===== config.mk =====
export PLATFORM = sky130hd
export DESIGN_NAME = bram_port_arbiter
export DESIGN_NICKNAME = d
export VERILOG_FILES = /design/src/rtl/bram_port_arbiter_pkg.sv /design/src/rtl/bram_port_arbiter_rr_picker.sv /design/src/rtl/bram_port_arbiter.sv
export SDC_FILE = /design/constraint.sdc
export NUM_CORES = 1
export LEC_CHECK = 0
export BUFFER_PORTS_ARGS = -buffer_cell sky130_fd_sc_hd__buf_2
export CORE_AREA = 2 2 112 114
export DETAILED_ROUTE_END_ITERATION = 16
export DIE_AREA = 0 0 114 116
export HOLD_SLACK_MARGIN = 0.15
export PLACE_DENSITY = 0.6
export SYNTH_ARGS = -nofsm -noshare
export SYNTH_HDL_FRONTEND = slang
export SYNTH_SLANG_ARGS = --single-unit

===== constraint.sdc =====
create_clock -name clk -period 4.2 [get_ports clk]
set_input_delay 0.42 -clock clk [delete_from_list [all_inputs] [get_ports clk]]
set_output_delay 0.42 -clock clk [all_outputs]
set_load 0.03 [all_outputs]

===== src/rtl/bram_port_arbiter_pkg.sv =====
// bram_port_arbiter_pkg: shared defaults and memory latency for the BRAM port arbiter
package bram_port_arbiter_pkg;
   localparam int DATA_WIDTH_DEF   = 32;
   localparam int MEMBLOCKSIZE_DEF = 7424;
   localparam int NREQ_DEF         = 4;
   localparam int MEM_RD_LAT       = 2;
   localparam int RD_STAGES        = MEM_RD_LAT + 1;
endpackage


===== src/rtl/bram_port_arbiter_rr_picker.sv =====
// rr_picker: combinational round-robin picker, search starts just after last_gnt
module rr_picker
   import bram_port_arbiter_pkg::*;
#(
   parameter int NREQ = NREQ_DEF,
   localparam int idWidth = $clog2(NREQ)
) (
   input  logic [NREQ-1:0]    req,
   input  logic [idWidth-1:0] last_gnt,
   output logic [NREQ-1:0]    gnt
);
   logic [idWidth-1:0] idx;
   // scan from lowest to highest priority so the highest-priority request is written last
   always_comb begin
      gnt = '0;
      idx = '0;
      for (int k = NREQ; k >= 1; k--) begin
         idx = idWidth'((int'(last_gnt) + k) % NREQ);
         if (req[idx]) gnt = {{(NREQ-1){1'b0}}, 1'b1} << idx;
      end
   end
endmodule


===== src/rtl/bram_port_arbiter.sv =====
// bram_port_arbiter: round-robin arbiter with lock, sharing one BRAM port among NREQ requesters
module bram_port_arbiter
   import bram_port_arbiter_pkg::*;
#(
   parameter int dataWidth    = DATA_WIDTH_DEF,
   parameter int memblocksize = MEMBLOCKSIZE_DEF,
   parameter int NREQ         = NREQ_DEF,
   localparam int addressWidth = $clog2(memblocksize / dataWidth),
   localparam int idWidth      = $clog2(NREQ)
) (
   input  logic                         clk,
   input  logic                         rst,
   input  logic [NREQ-1:0]              req,
   input  logic [NREQ-1:0]              req_we,
   input  logic [NREQ-1:0]              req_lock,
   input  logic [NREQ*addressWidth-1:0] req_addr,
   input  logic [NREQ*dataWidth-1:0]    req_wdata,
   output logic [NREQ-1:0]              gnt,
   output logic                         mem_en,
   output logic                         mem_we,
   output logic [addressWidth-1:0]      mem_addr,
   output logic [dataWidth-1:0]         mem_din,
   input  logic [dataWidth-1:0]         mem_dout,
   output logic                         rd_valid,
   output logic [idWidth-1:0]           rd_id,
   output logic [dataWidth-1:0]         rd_data,
   output logic                         busy
);
   logic [idWidth-1:0]   last_gnt;
   logic [idWidth-1:0]   gid;
   logic                 lock;
   logic                 hold;
   logic                 any;
   logic [NREQ-1:0]      pick;
   logic [RD_STAGES-1:0] rd_v;
   logic [idWidth-1:0]   rd_q [RD_STAGES];

   rr_picker #(.NREQ(NREQ)) u_picker (
      .req      (req),
      .last_gnt (last_gnt),
      .gnt      (pick)
   );

   // grant selection: a held lock overrides rotation, and nothing is granted while in reset
   always_comb begin
      hold = lock & req[last_gnt];
      gnt  = !rst ? '0 : hold ? {{(NREQ-1){1'b0}}, 1'b1} << last_gnt : pick;
      any  = |gnt;
      gid  = '0;
      for (int i = 0; i < NREQ; i++) if (gnt[i]) gid = idWidth'(i);
   end

   // BRAM port register, arbitration state and read-return tracking shift register
   always_ff @(posedge clk or negedge rst) begin
      if (!rst) begin
         mem_en   <= 1'b0;
         mem_we   <= 1'b0;
         mem_addr <= '0;
         mem_din  <= '0;
         last_gnt <= idWidth'(NREQ - 1);
         lock     <= 1'b0;
         rd_v     <= '0;
         for (int s = 0; s < RD_STAGES; s++) rd_q[s] <= '0;
      end else begin
         mem_en   <= any;
         mem_we   <= any & req_we[gid];
         mem_addr <= req_addr[int'(gid)*addressWidth +: addressWidth];
         mem_din  <= req_wdata[int'(gid)*dataWidth +: dataWidth];
         lock     <= any & req_lock[gid];
         if (any) last_gnt <= gid;
         rd_v     <= {rd_v[RD_STAGES-2:0], any & ~req_we[gid]};
         rd_q[0]  <= gid;
         for (int s = 1; s < RD_STAGES; s++) rd_q[s] <= rd_q[s-1];
      end
   end

   assign rd_valid = rd_v[RD_STAGES-1];
   assign rd_id    = rd_q[RD_STAGES-1];
   assign rd_data  = rd_valid ? mem_dout : '0;
   assign busy     = |rd_v;
endmodule


==> impl_metrics.toml <==
[status]
status = "finished clean"

[grt]
first_global_vias = 3746
global_route.usage.total_pct = 18.9
grt_pass1_wl_um = 19200
grt_antenna_before_repair = 1
grt_max_degree = 59
globalRoute.totalOverflow = 0

[timing]
fin_tns_setup_ps = 0
worst_margin_slew_ps = 759
drv_slew = 0
final.setup_skew_ps = 4.07
hold_slack_ps = 300
setup_viol = 0
max-slew-margin-rel_pct = 49.4
fmaxAchievable_mhz = 251
min_clock_period_post_route_ps = 3990
rsz0062_at_grt = "false"
min_period_over_period_pct = 95.0
finalHoldViolations = 0

[clock_tree]
cts_setup_buffers = 0
cts-buffers-inserted = 5
h-tree-depth = 2
worst_skew_pair_latency_ps = 300
clkSinkCount = 54
cts.hold.buffers_added = 0
tritoncts = "built"
clk_path_buf_depth = 2
cts-resized-gates = 0
cts.clk_slew.worst_paths_ps = 70
clk_root_buffer_cell = "sky130_fd_sc_hd__clkbuf_16"

[final_layout]
fraction_of_final_layout_cells_with_drive_strength_greater_than_1_pct = 50.5
area_growth_pct = 49.5
multi_input_area_sq_um = 1820
fillers = 1184
seq_area_sq_um = 1350
final_net_count = 850

[synth]
synth_seq_area_share_pct = 38.7
yosysWarningCount = 0
asyncSetResetFlopFracSynth_pct = 100
mappedNetlistNets = 572
post_synth_num_cell_types = 48
synth_top_flop_cell = "sky130_fd_sc_hd__dfrtp_1"
synth_top_area_share_pct = 37.2
syn_area_per_cell_sq_um = 9.72
synth_enable_flop_cells = 0
synth_cells = 360
yosys.area.top_type = "sky130_fd_sc_hd__dfrtp_1"
synth_top_cells_by_area = "sky130_fd_sc_hd__dfrtp_1, sky130_fd_sc_hd__mux2i_1, sky130_fd_sc_hd__o221ai_1, sky130_fd_sc_hd__and2_1, sky130_fd_sc_hd__inv_1"
number_of_storage_elements_in_the_synthesis_netlist = 54
syn_area_sq_um = 3500

[pwr]
power_density_nw_per_um2 = 840
max_rail_drop_vdd_mv = 0.401
total_leakage_power_nw = 3.04

[setup_path]
timing.critical_path.max_delay_family = "simple AND/OR/NAND/NOR gates"
cp_data_arrival_time_ps = 3570
crit_path_max_fanout = 18
cp_num_buf_inv = 2
end_kind = "output pin"
origin_of_the_critical_flop_to_flop_path = "last_gnt[0]"
worst-r2r-setup-slack_ps = 480
critical_path.startpoint_type = "register"
ff_to_ff_end = "mem_din[15]"
crit_type = "register to output pin"
cp_cell_sequence = "inv_1 -> ha_1 -> mux4_2 -> or3_1 -> a21oi_2 -> a2111oi_4 -> nor2_4 -> buf_2"
critPathMaxStageDelay_ps = 720
cp_slowest_cell = "sky130_fd_sc_hd__dfstp_2"
r2r.worst_path.cells = 9
worst_ep_required_time_ps = 3780

[drt]
routed_via_density = 4.86
antenna_violating_nets_post_route = 0
firstDrtPassIters = 4
via_count = 3824
final_wirelength_um = 13400
detailedRoute.firstIterationViolations = 304
post_drt_wl_per_cell_um = 17.0
drt_drc_violations_left = 0

[floorplanning]
initial_utilization_pct = 29.4
fp.dieH_um = 116
io-pin-count = 288
fp.dieArea_sq_um = 13200
coreArea_sq_um = 11900
die-width_um = 114
rows = 40

[run]
cap_violations = 0

[worst_hold_path]
hp-class = "input port to asynchronous set/reset pin"

[place]
io_buffers = 287
gp_congestion = 0.885
post-dp-hpwl_um = 11000
kinds of logic after synthesis:
kind of cell	share of synthesized area (%)
buffers and inverters	10.2
AND/OR/NAND/NOR	13.7
adder cells (fa/ha/maj)	2.14
flip-flops	38.7
multiplexers	14.7
AO/OA/AOI/OAI	20.6
metrics by stage:
stage	setup slack [ps]	total power [W]	instances	util, %	cell area (sq um)
2_1_floorplan	874	0.00313	360	-	3500
3_3_place_gp	577	0.00388	778	42.4	5050
3_5_place_dp	498	0.00392	778	42.4	5050
4_1_cts	223	0.00443	786	43.9	5230
5_1_grt	13.8	0.00469	787	43.9	5230
6_report	212	0.00439	787	43.9	5230
cell usage in the layout, fill, tap and decap left out, types with 2 or more instances in the layout:
master                        n
sky130_fd_sc_hd__o21ai_0      2
sky130_fd_sc_hd__a211o_1      4
sky130_fd_sc_hd__o31ai_1      2
sky130_fd_sc_hd__dfrtp_1     52
sky130_fd_sc_hd__buf_4        6
sky130_fd_sc_hd__o211ai_1     3
sky130_fd_sc_hd__nor2_1       5
sky130_fd_sc_hd__a211oi_2     2
sky130_fd_sc_hd__a221oi_1     2
sky130_fd_sc_hd__mux4_2       2
sky130_fd_sc_hd__ha_1         6
sky130_fd_sc_hd__clkbuf_16    5
sky130_fd_sc_hd__a21o_1       4
sky130_fd_sc_hd__nor3_1       2
sky130_fd_sc_hd__o221ai_1    38
sky130_fd_sc_hd__or3_1        2
sky130_fd_sc_hd__inv_1       52
sky130_fd_sc_hd__a211oi_1     2
sky130_fd_sc_hd__a21oi_2      2
sky130_fd_sc_hd__nand2_1     47
sky130_fd_sc_hd__dfstp_2      2
sky130_fd_sc_hd__o221ai_2     3
sky130_fd_sc_hd__and2_1      33
sky130_fd_sc_hd__a21oi_1      5
sky130_fd_sc_hd__mux2i_1     43
sky130_fd_sc_hd__buf_2      287
synthesized netlist by cell type, types with 2 or more instances:
library cell	number
sky130_fd_sc_hd__and2_1	33
sky130_fd_sc_hd__a21o_1	5
sky130_fd_sc_hd__o221ai_1	38
sky130_fd_sc_hd__o211ai_1	3
sky130_fd_sc_hd__buf_4	5
sky130_fd_sc_hd__o21ai_0	2
sky130_fd_sc_hd__clkbuf_1	3
sky130_fd_sc_hd__o31ai_1	2
sky130_fd_sc_hd__or3_1	2
sky130_fd_sc_hd__a211oi_1	2
sky130_fd_sc_hd__o22ai_1	2
sky130_fd_sc_hd__a21oi_2	2
sky130_fd_sc_hd__buf_6	5
sky130_fd_sc_hd__inv_1	52
sky130_fd_sc_hd__ha_1	6
sky130_fd_sc_hd__o221ai_2	3
sky130_fd_sc_hd__buf_2	9
sky130_fd_sc_hd__a221oi_1	2
sky130_fd_sc_hd__a211oi_2	2
sky130_fd_sc_hd__a21oi_1	5
sky130_fd_sc_hd__nor2_1	5
sky130_fd_sc_hd__mux2i_1	43
sky130_fd_sc_hd__a211o_1	4
sky130_fd_sc_hd__nor3_1	2
sky130_fd_sc_hd__dfrtp_1	52
sky130_fd_sc_hd__nand2_1	47
sky130_fd_sc_hd__dfstp_2	2
sky130_fd_sc_hd__mux4_2	2
report_power, final:
part / total (W) / internal [W] / switching (W)
combinational: 0.00294 / 0.00104 / 0.00190
sequential: 0.000950 / 0.000811 / 0.000139
clock: 0.000499 / 0.000300 / 0.000198
routing by layer:
layer  global-route usage (%)  wire length [um]  vias up
met5                        0                 0        -
met4                     7.48               432        0
met3                     3.24               826       31
met2                     35.4              7090      191
met1                     21.2              5010     1785
li1                         -                 -     1817
layout make-up:
type,instances,share of cell area [%]
clock inverter,2,0.741
antenna,1,0.0478
sequential,54,25.9
inverter,53,3.80
clock buffer,6,2.65
multi-input combinational,230,34.7
tap,147,3.51
timing repair buffer,294,28.7
state kept, by name, indices dropped and copies added, names as in the netlist:
signal / count
mem_en: 1
lock: 1
mem_we: 1
mem_addr: 8
rd_v: 3
rd_id: 2
mem_din: 32
rd_q: 4
last_gnt: 2
how the worst max path moves through the flow:
stage,startpoint,end,slack (ps),cells after the start
floorplan,last_gnt[0],lock,870,9
global placement,last_gnt[0],gnt[0],580,7
detailed placement,last_gnt[0],mem_din[15],500,9
CTS,last_gnt[0],gnt[0],220,7
global route,last_gnt[0],gnt[3],10,8
finish,last_gnt[0],gnt[3],210,8
Power figures use the tool's default switching activity.
